**src/rtl/hog_scan_pkg.sv**
```systemverilog
// Shared geometry defaults, width helpers and the scan position record
// used by the HOG raster-scan position tracker.
package hog_scan_pkg;

    localparam int DEF_IMG_W       = 64;
    localparam int DEF_IMG_H       = 128;
    localparam int DEF_CELL_SIZE   = 8;
    localparam int DEF_BLOCK_CELLS = 2;
    localparam int DEF_WRAP_MODE   = 1;

    // Bits needed to hold values 0..n-1, never less than one bit.
    function automatic int wbits(input int n);
        return (n <= 2) ? 1 : $clog2(n);
    endfunction

    // Number of cell columns across an image row.
    function automatic int ncx(input int img_w, input int cell_size);
        return img_w / cell_size;
    endfunction

    // Number of cell rows down a frame.
    function automatic int ncy(input int img_h, input int cell_size);
        return img_h / cell_size;
    endfunction

    // Geometry-independent container for one tagged pixel position.
    typedef struct packed {
        logic [15:0] x;
        logic [15:0] y;
        logic [15:0] cell_col;
        logic [15:0] cell_row;
    } scan_pos_t;

endpackage

```
**src/rtl/hog_wrap_counter.sv**
```systemverilog
// Modulo-(MAX+1) counter with synchronous clear and a terminal flag.
// Clear and increment together load 1, so a restart cycle that also
// consumes a pixel leaves the counter holding the successor position.
module hog_wrap_counter
    import hog_scan_pkg::*;
#(
    parameter int MAX = 7
) (
    input  logic                      iClk,
    input  logic                      iRst,
    input  logic                      iClr,
    input  logic                      iInc,
    output logic [wbits(MAX+1)-1:0]   count,
    output logic                      terminal
);

    localparam int W = wbits(MAX + 1);
    localparam logic [W-1:0] MAX_V = W'(MAX);

    assign terminal = (count == MAX_V);

    // Count register: reset, then restart, then wrap-around increment.
    always_ff @(posedge iClk) begin
        if (iRst) begin
            count <= '0;
        end else if (iClr) begin
            count <= (iInc && (MAX != 0)) ? W'(1) : '0;
        end else if (iInc) begin
            count <= terminal ? '0 : count + W'(1);
        end
    end

endmodule

```
**src/rtl/hog_cell_scan_counter.sv**
```systemverilog
// Raster-scan position tracker for the HOG pipeline. Tags each accepted
// pixel with x/y, cell column/row, linear cell index and registered
// last-in-cell / block-ready / frame-done events, one cycle after accept.
module hog_cell_scan_counter
    import hog_scan_pkg::*;
#(
    parameter int IMG_W       = DEF_IMG_W,
    parameter int IMG_H       = DEF_IMG_H,
    parameter int CELL_SIZE   = DEF_CELL_SIZE,
    parameter int BLOCK_CELLS = DEF_BLOCK_CELLS,
    parameter int WRAP_MODE   = DEF_WRAP_MODE
) (
    input  logic                                        iClk,
    input  logic                                        iRst,
    input  logic                                        iEn,
    input  logic                                        iStart,
    output logic                                        oValid,
    output logic [wbits(IMG_W)-1:0]                     oPixX,
    output logic [wbits(IMG_H)-1:0]                     oPixY,
    output logic [wbits(ncx(IMG_W, CELL_SIZE))-1:0]     oCellCol,
    output logic [wbits(ncy(IMG_H, CELL_SIZE))-1:0]     oCellRow,
    output logic [wbits(ncx(IMG_W, CELL_SIZE) *
                        ncy(IMG_H, CELL_SIZE))-1:0]     oCellIdx,
    output logic                                        oLastInCell,
    output logic                                        oBlockReady,
    output logic [wbits(ncx(IMG_W, CELL_SIZE))-1:0]     oBlockCol,
    output logic [wbits(ncy(IMG_H, CELL_SIZE))-1:0]     oBlockRow,
    output logic                                        oFrameDone,
    output logic                                        oDone
);

    localparam int NCX = ncx(IMG_W, CELL_SIZE);
    localparam int NCY = ncy(IMG_H, CELL_SIZE);
    localparam int XW  = wbits(IMG_W);
    localparam int YW  = wbits(IMG_H);
    localparam int PW  = wbits(CELL_SIZE);
    localparam int CW  = wbits(NCX);
    localparam int RW  = wbits(NCY);
    localparam int IW  = wbits(NCX * NCY);
    localparam bit ONE_SHOT = (WRAP_MODE == 0);
    localparam logic [CW-1:0] BLK_OFS_C = CW'(BLOCK_CELLS - 1);
    localparam logic [RW-1:0] BLK_OFS_R = RW'(BLOCK_CELLS - 1);

    // Reject geometries the concatenation-based addressing cannot handle.
    if ((IMG_W % CELL_SIZE) != 0) begin : g_bad_w
        $error("IMG_W must be a multiple of CELL_SIZE");
    end
    if ((IMG_H % CELL_SIZE) != 0) begin : g_bad_h
        $error("IMG_H must be a multiple of CELL_SIZE");
    end
    if ((CELL_SIZE < 2) || ((CELL_SIZE & (CELL_SIZE - 1)) != 0)) begin : g_bad_cell
        $error("CELL_SIZE must be a power of two and at least 2");
    end
    if ((BLOCK_CELLS > NCX) || (BLOCK_CELLS > NCY)) begin : g_bad_block
        $error("BLOCK_CELLS exceeds the cell grid");
    end

    logic          halted;
    logic          acc;
    logic [PW-1:0] px_cnt, py_cnt, cur_px, cur_py;
    logic [CW-1:0] cx_cnt, cur_cx;
    logic [RW-1:0] cy_cnt, cur_cy;
    logic          px_t, cx_t, py_t, cy_t;
    logic          px_te, cx_te, py_te, cy_te;
    logic          cx_inc, py_inc, cy_inc;
    logic          last_c, block_c, frame_c;

    // A restart reopens acceptance even while halted.
    assign acc = iEn & (~halted | iStart);

    // Counter chain: each stage advances when all faster stages wrap.
    // On a restart the visible position is (0,0), so no stage is terminal.
    assign px_te  = px_t & ~iStart;
    assign cx_te  = cx_t & ~iStart;
    assign py_te  = py_t & ~iStart;
    assign cy_te  = cy_t & ~iStart;
    assign cx_inc = acc & px_te;
    assign py_inc = cx_inc & cx_te;
    assign cy_inc = py_inc & py_te;

    hog_wrap_counter #(.MAX(CELL_SIZE - 1)) u_px (
        .iClk(iClk), .iRst(iRst), .iClr(iStart), .iInc(acc),
        .count(px_cnt), .terminal(px_t)
    );
    hog_wrap_counter #(.MAX(NCX - 1)) u_cx (
        .iClk(iClk), .iRst(iRst), .iClr(iStart), .iInc(cx_inc),
        .count(cx_cnt), .terminal(cx_t)
    );
    hog_wrap_counter #(.MAX(CELL_SIZE - 1)) u_py (
        .iClk(iClk), .iRst(iRst), .iClr(iStart), .iInc(py_inc),
        .count(py_cnt), .terminal(py_t)
    );
    hog_wrap_counter #(.MAX(NCY - 1)) u_cy (
        .iClk(iClk), .iRst(iRst), .iClr(iStart), .iInc(cy_inc),
        .count(cy_cnt), .terminal(cy_t)
    );

    // Position of the pixel being accepted this cycle and its event flags.
    always_comb begin
        cur_px  = iStart ? '0 : px_cnt;
        cur_cx  = iStart ? '0 : cx_cnt;
        cur_py  = iStart ? '0 : py_cnt;
        cur_cy  = iStart ? '0 : cy_cnt;
        last_c  = px_te & py_te;
        block_c = last_c & (cur_cx >= BLK_OFS_C) & (cur_cy >= BLK_OFS_R);
        frame_c = last_c & cx_te & cy_te;
    end

    // Output tagging register: coordinates hold when nothing is accepted.
    always_ff @(posedge iClk) begin
        if (iRst) begin
            oValid      <= 1'b0;
            oPixX       <= '0;
            oPixY       <= '0;
            oCellCol    <= '0;
            oCellRow    <= '0;
            oCellIdx    <= '0;
            oLastInCell <= 1'b0;
            oBlockReady <= 1'b0;
            oBlockCol   <= '0;
            oBlockRow   <= '0;
            oFrameDone  <= 1'b0;
        end else begin
            oValid      <= acc;
            oLastInCell <= acc & last_c;
            oBlockReady <= acc & block_c;
            oFrameDone  <= acc & frame_c;
            if (acc) begin
                oPixX     <= XW'({cur_cx, cur_px});
                oPixY     <= YW'({cur_cy, cur_py});
                oCellCol  <= cur_cx;
                oCellRow  <= cur_cy;
                oCellIdx  <= IW'(cur_cy) * IW'(NCX) + IW'(cur_cx);
                oBlockCol <= cur_cx - BLK_OFS_C;
                oBlockRow <= cur_cy - BLK_OFS_R;
            end
        end
    end

    // Halt flag: one-shot mode stops at frame end until the next restart.
    always_ff @(posedge iClk) begin
        if (iRst) begin
            halted <= 1'b0;
        end else begin
            halted <= (halted & ~iStart) | (ONE_SHOT & acc & frame_c);
        end
    end

    assign oDone = halted;

endmodule

```
**config.mk**
```make
export PLATFORM = sky130hd
export DESIGN_NAME = hog_cell_scan_counter
export DESIGN_NICKNAME = d
export VERILOG_FILES = /design/src/rtl/hog_scan_pkg.sv /design/src/rtl/hog_wrap_counter.sv /design/src/rtl/hog_cell_scan_counter.sv
export SDC_FILE = /design/constraint.sdc
export NUM_CORES = 1
export LEC_CHECK = 0
export CAP_MARGIN = 10
export CORE_AREA = 10 10 71 73
export DETAILED_ROUTE_END_ITERATION = 8
export DIE_AREA = 0 0 81 83
export PLACE_DENSITY_LB_ADDON = 0.05
export SLEW_MARGIN = 40
export SYNTH_ARGS = -nofsm -noshare
export SYNTH_HDL_FRONTEND = slang
export SYNTH_SLANG_ARGS = --single-unit
```
**constraint.sdc**
```tcl
create_clock -name iClk -period 4.6 [get_ports iClk]
set_input_delay 1.15 -clock iClk [delete_from_list [all_inputs] [get_ports iClk]]
set_output_delay 1.15 -clock iClk [all_outputs]
set_load 0.005 [all_outputs]
```
==> results.md <==
Finish:
- The share of final-layout standard cells stronger than drive strength 1 is 5.51%.
- The area added between synthesis and finish is 22.6%.
- The number of filler cells placed in the layout is 318.
- The repair_antennas step left the layout with diodes totalling 0.
- The final core area utilization is 63.1%.
- For this run, the post-layout net count is 251.

Timing:
- The number of pins with negative max-slew slack in the final report is 0.
- The final setup skew is 11.8 ps.
- At the pin with the least slew margin, the transition time is between 500 and 600 ps.
- The total negative slack is 0 ps.
- The minimum clock period is 2760 ps.
- Setup slack closes at 1840 ps.
- The final clock period utilization by the worst path is 60.1%.
- The highest clock frequency the design can meet is 362 MHz.
- The normalized max-slew margin is 62.5%.
- Setup repair after global routing left no endpoint under its margin.
- The number of hold violations in the final report is 0.
- Setup violations remaining at the end of the flow were counted as 0.

Yosys:
- Sequential cells were found to cover 40.7% of the synthesized design area.
- The mean cell area of the mapped netlist is approximately 8.7 um^2.
- The primary flip-flop cell chosen by synthesis mapping is dfxtp_1.
- The number of synthesized flops with an enable pin is 0.
- The count of different cell masters after synthesis is 35.
- The synthesized netlist occupies a cell area of 1870 um^2.
- The share of synthesized registers carrying an async set or reset is 0%.
- The largest area contributor in the synthesized netlist is dfxtp_1.
- The number of nets handed over by synthesis was 230.
- Yosys printed 0 warnings.
- Sorting the synthesized cells by area gives the leading types as dfxtp_1 (41%), a21oi_1 (8.8%), ha_1 (7.4%), buf_4 (6.0%), o21ai_0 (4.8%).
- After synthesis, the largest area contributor takes up approximately 41% of total cell area.
- Synthesis inferred 38 register bits.
- The number of cells produced by synthesis is 215.

Power and ir drop:
- The leakage power is between 0.7 and 0.8 nW.
- In this run the power density over the cells is 290 nW/um^2.
- Summing internal, switching and leakage power gives 0.664 mW.
- The worst voltage drop across the vdd grid is 0.208 mV.

Clock tree:
- The number of hold buffers added after CTS was 0.
- The clock latency of the later-clocked register in the worst-skew pair is 290 ps.
- Clock-pin slew was measured on the worst setup and hold paths at 70 ps.
- The H-tree depth is 2.
- The number of buffers between clock root and the deepest sink is 2.
- The tree is rooted in a clkbuf_8.
- The number of buffers added by the clock tree synthesis step is 5.
- For this design, the sink count on the clock tree is 38.
- Buffers added to address setup during post-CTS repair amount to 0.
- The number of gates resized after CTS was 0.
- TritonCTS built the clock tree.

Setup path:
- Data on the critical path is required at its endpoint by 4800 ps.
- Traced cell by cell, the critical path runs through clkdlybuf4s50_1 > inv_1 > nand2_1 > ha_1 > xnor2_1 > a211oi_1.
- STA puts the critical path data arrival time at 2970 ps.
- The element type at the critical path end is a register.
- The kind of critical path is input port to register.
- The sum of buffers and inverters on the critical path is 2.
- The delay contributed by the slowest stage of the critical path is roughly 630 ps.
- Broken down by cell family, the worst path's largest delay share belongs to buffers and inverters.
- The startpoint type of the worst setup path is an input port.
- For this design, the slowest cell found on the critical path is clkdlybuf4s50_1.
- In this run the worst path has a maximum fanout of 16.

Global route:
- The first global-routing pass estimated 7830 um of wire.
- The sum of overflow across all layers after global routing is 0.
- The number of antenna violations at the first check in global routing is 0.
- The number of global-route vias before repair is 1,623.
- Entering global routing, the biggest net connects 30 pins.
- The total global-route track usage is ~15%.

Floorplan:
- The number of I/O pins is 43.
- The die covers between 6000 and 7000 um^2.
- Measured along the x axis, the die boundary spans 81 um.
- The number of placement rows is 22.
- The area of the core is 3630 um^2.
- Once the floorplan was initialized, standard cells occupied 51.4% of the core.
- Measured along the y axis, the die boundary spans 83 um.

Drt:
- For this run, design rule violations remaining after detail routing come to 0.
- The antenna violation net count after detailed routing is 0.
- The violation count after the first detailed-route iteration is about 150.
- Summed over all layers, the routed wires come to between 4000 and 5000 um.
- Summing over every cut layer, the via total after detailed routing is 1,653.
- Before antenna repair, the detailed router went through 4 iterations.
- Dividing the detail-routed wire length by the instance count gives ~17 um.
- The mean number of vias per cell is 5.82.

Place:
- OpenSTA, run right after detailed placement, puts the worst setup slack at 1540 ps.
- At the end of routability-driven placement, the weighted congestion stood at 0.803.
- The number of buffer cells added on primary ports is between 40 and 50.
- After legalization and detailed placement, the total HPWL measured 3430 um.

Min path:
- The path category of the worst min-delay check is register to register.

Run status:
- The flow ran to the end, and the final reports show no timing, DRC or antenna violations.

Flow run:
- Across the run, the number of max-cap violations was 0.
-- path summary, 6_finish.rpt --
path | start | to | slack, ps | cells after the start
max | iStart | oBlockCol[2] | 1840 | 6
min | oPixY[2] | oPixY[2] | 470 | 2
max reg2reg | u_px.count[0] | u_cy.count[2] | 2680 | 5
min reg2reg | oPixY[2] | oPixY[2] | 470 | 2
-- worst reg2reg max path, delay by kind of cell, from the launching register on --
| family | cells | cell delay, ps |
|---|---|---|
| AOI/OAI and AO/OA | 1 | 180 |
| adders and majority gates | 2 | 510 |
| DFF | 1 | 390 |
| and+or+nand+nor | 2 | 740 |
-- metrics by stage --
| step | area (um^2) | hold WS (ps) | std cells |
|---|---|---|---|
| 2_1_floorplan | 1870 | 463 | 215 |
| 3_3_place_gp | 2180 | 465 | 277 |
| 3_5_place_dp | 2180 | 466 | 277 |
| 4_1_cts | 2290 | 476 | 284 |
| 5_1_grt | 2290 | 507 | 284 |
| 6_report | 2290 | 474 | 284 |
-- Yosys cell counts, types with 2 or more instances --
master	instances
a21oi_1	33
o211ai_1	3
ha_1	11
and3_1	2
inv_1	7
nor2b_1	6
a211oi_1	6
nor2_1	7
or4_1	4
o21ai_0	18
dfxtp_1	38
nand4_1	12
buf_1	2
o31ai_1	4
xnor2_1	3
nand3_1	11
buf_4	15
nand2_1	5
nor3_1	2
buf_2	4
clkbuf_1	8
-- final cells by class --
type	count	area, um^2	area share [%]
Multi-Input combinational cell	139	897	39.2
Sequential cell	38	761	33.2
Timing Repair Buffer	44	430	18.8
Clock buffer	6	82.6	3.60
Tap cell	48	60.1	2.62
Clock inverter	1	30.0	1.31
Inverter	8	30.0	1.31
-- routing by layer --
layer / routed length (um) / GRT usage (%) / part of all wire [%] / vias up
met4: 90 / 5.79 / 1.9 / 0
li1: - / - / - / 806
met5: 0 / 0 / 0 / -
met3: 381 / 4.96 / 7.9 / 9
met1: 1940 / 16.0 / 40 / 789
met2: 2410 / 24.6 / 50 / 49
-- report_power, final --
group	leakage [nW]	switching (mW)	total, mW	internal (mW)
combinational	0.434	0.0218	0.0379	0.0161
clock	0.0573	0.115	0.288	0.173
sequential	0.309	0.00342	0.338	0.335
-- logic make-up (layout without fill, tap and decap cells) --
kind of cell / after synthesis / after routing / synth area share [%]
AO/OA/AOI/OAI: 68 / 68 / 20.8
adder cells (fa/ha/maj): 11 / 11 / 7.36
AND/OR/NAND/NOR: 57 / 57 / 18.5
buffers and inverters: 38 / 59 / 11.3
XOR/XNOR: 3 / 3 / 1.41
flip-flops: 38 / 38 / 40.7
-- sequential cells by signal (all words and copies together) (netlist names) --
| signal | count |
|---|---|
| oFrameDone | 1 |
| u_px.count | 3 |
| u_py.count | 3 |
| oDone | 1 |
| u_cx.count | 3 |
| oLastInCell | 1 |
| oValid | 1 |
| oPixY | 7 |
| oPixX | 5 |
| u_cy.count | 4 |
| oBlockCol | 3 |
| oCellIdx | 1 |
| oBlockReady | 1 |
| oBlockRow | 4 |
-- placed cells by master, fill, tap and decap left out, types with 7 or more instances in the layout --
cell type and instances:
a21oi_1 33, nor2_1 7, nand4_1 12, o21ai_0 18
dfxtp_1 38, clkdlybuf4s50_1 41, nand3_1 11, ha_1 11
inv_1 7
(Power assumes the default switching activity.)
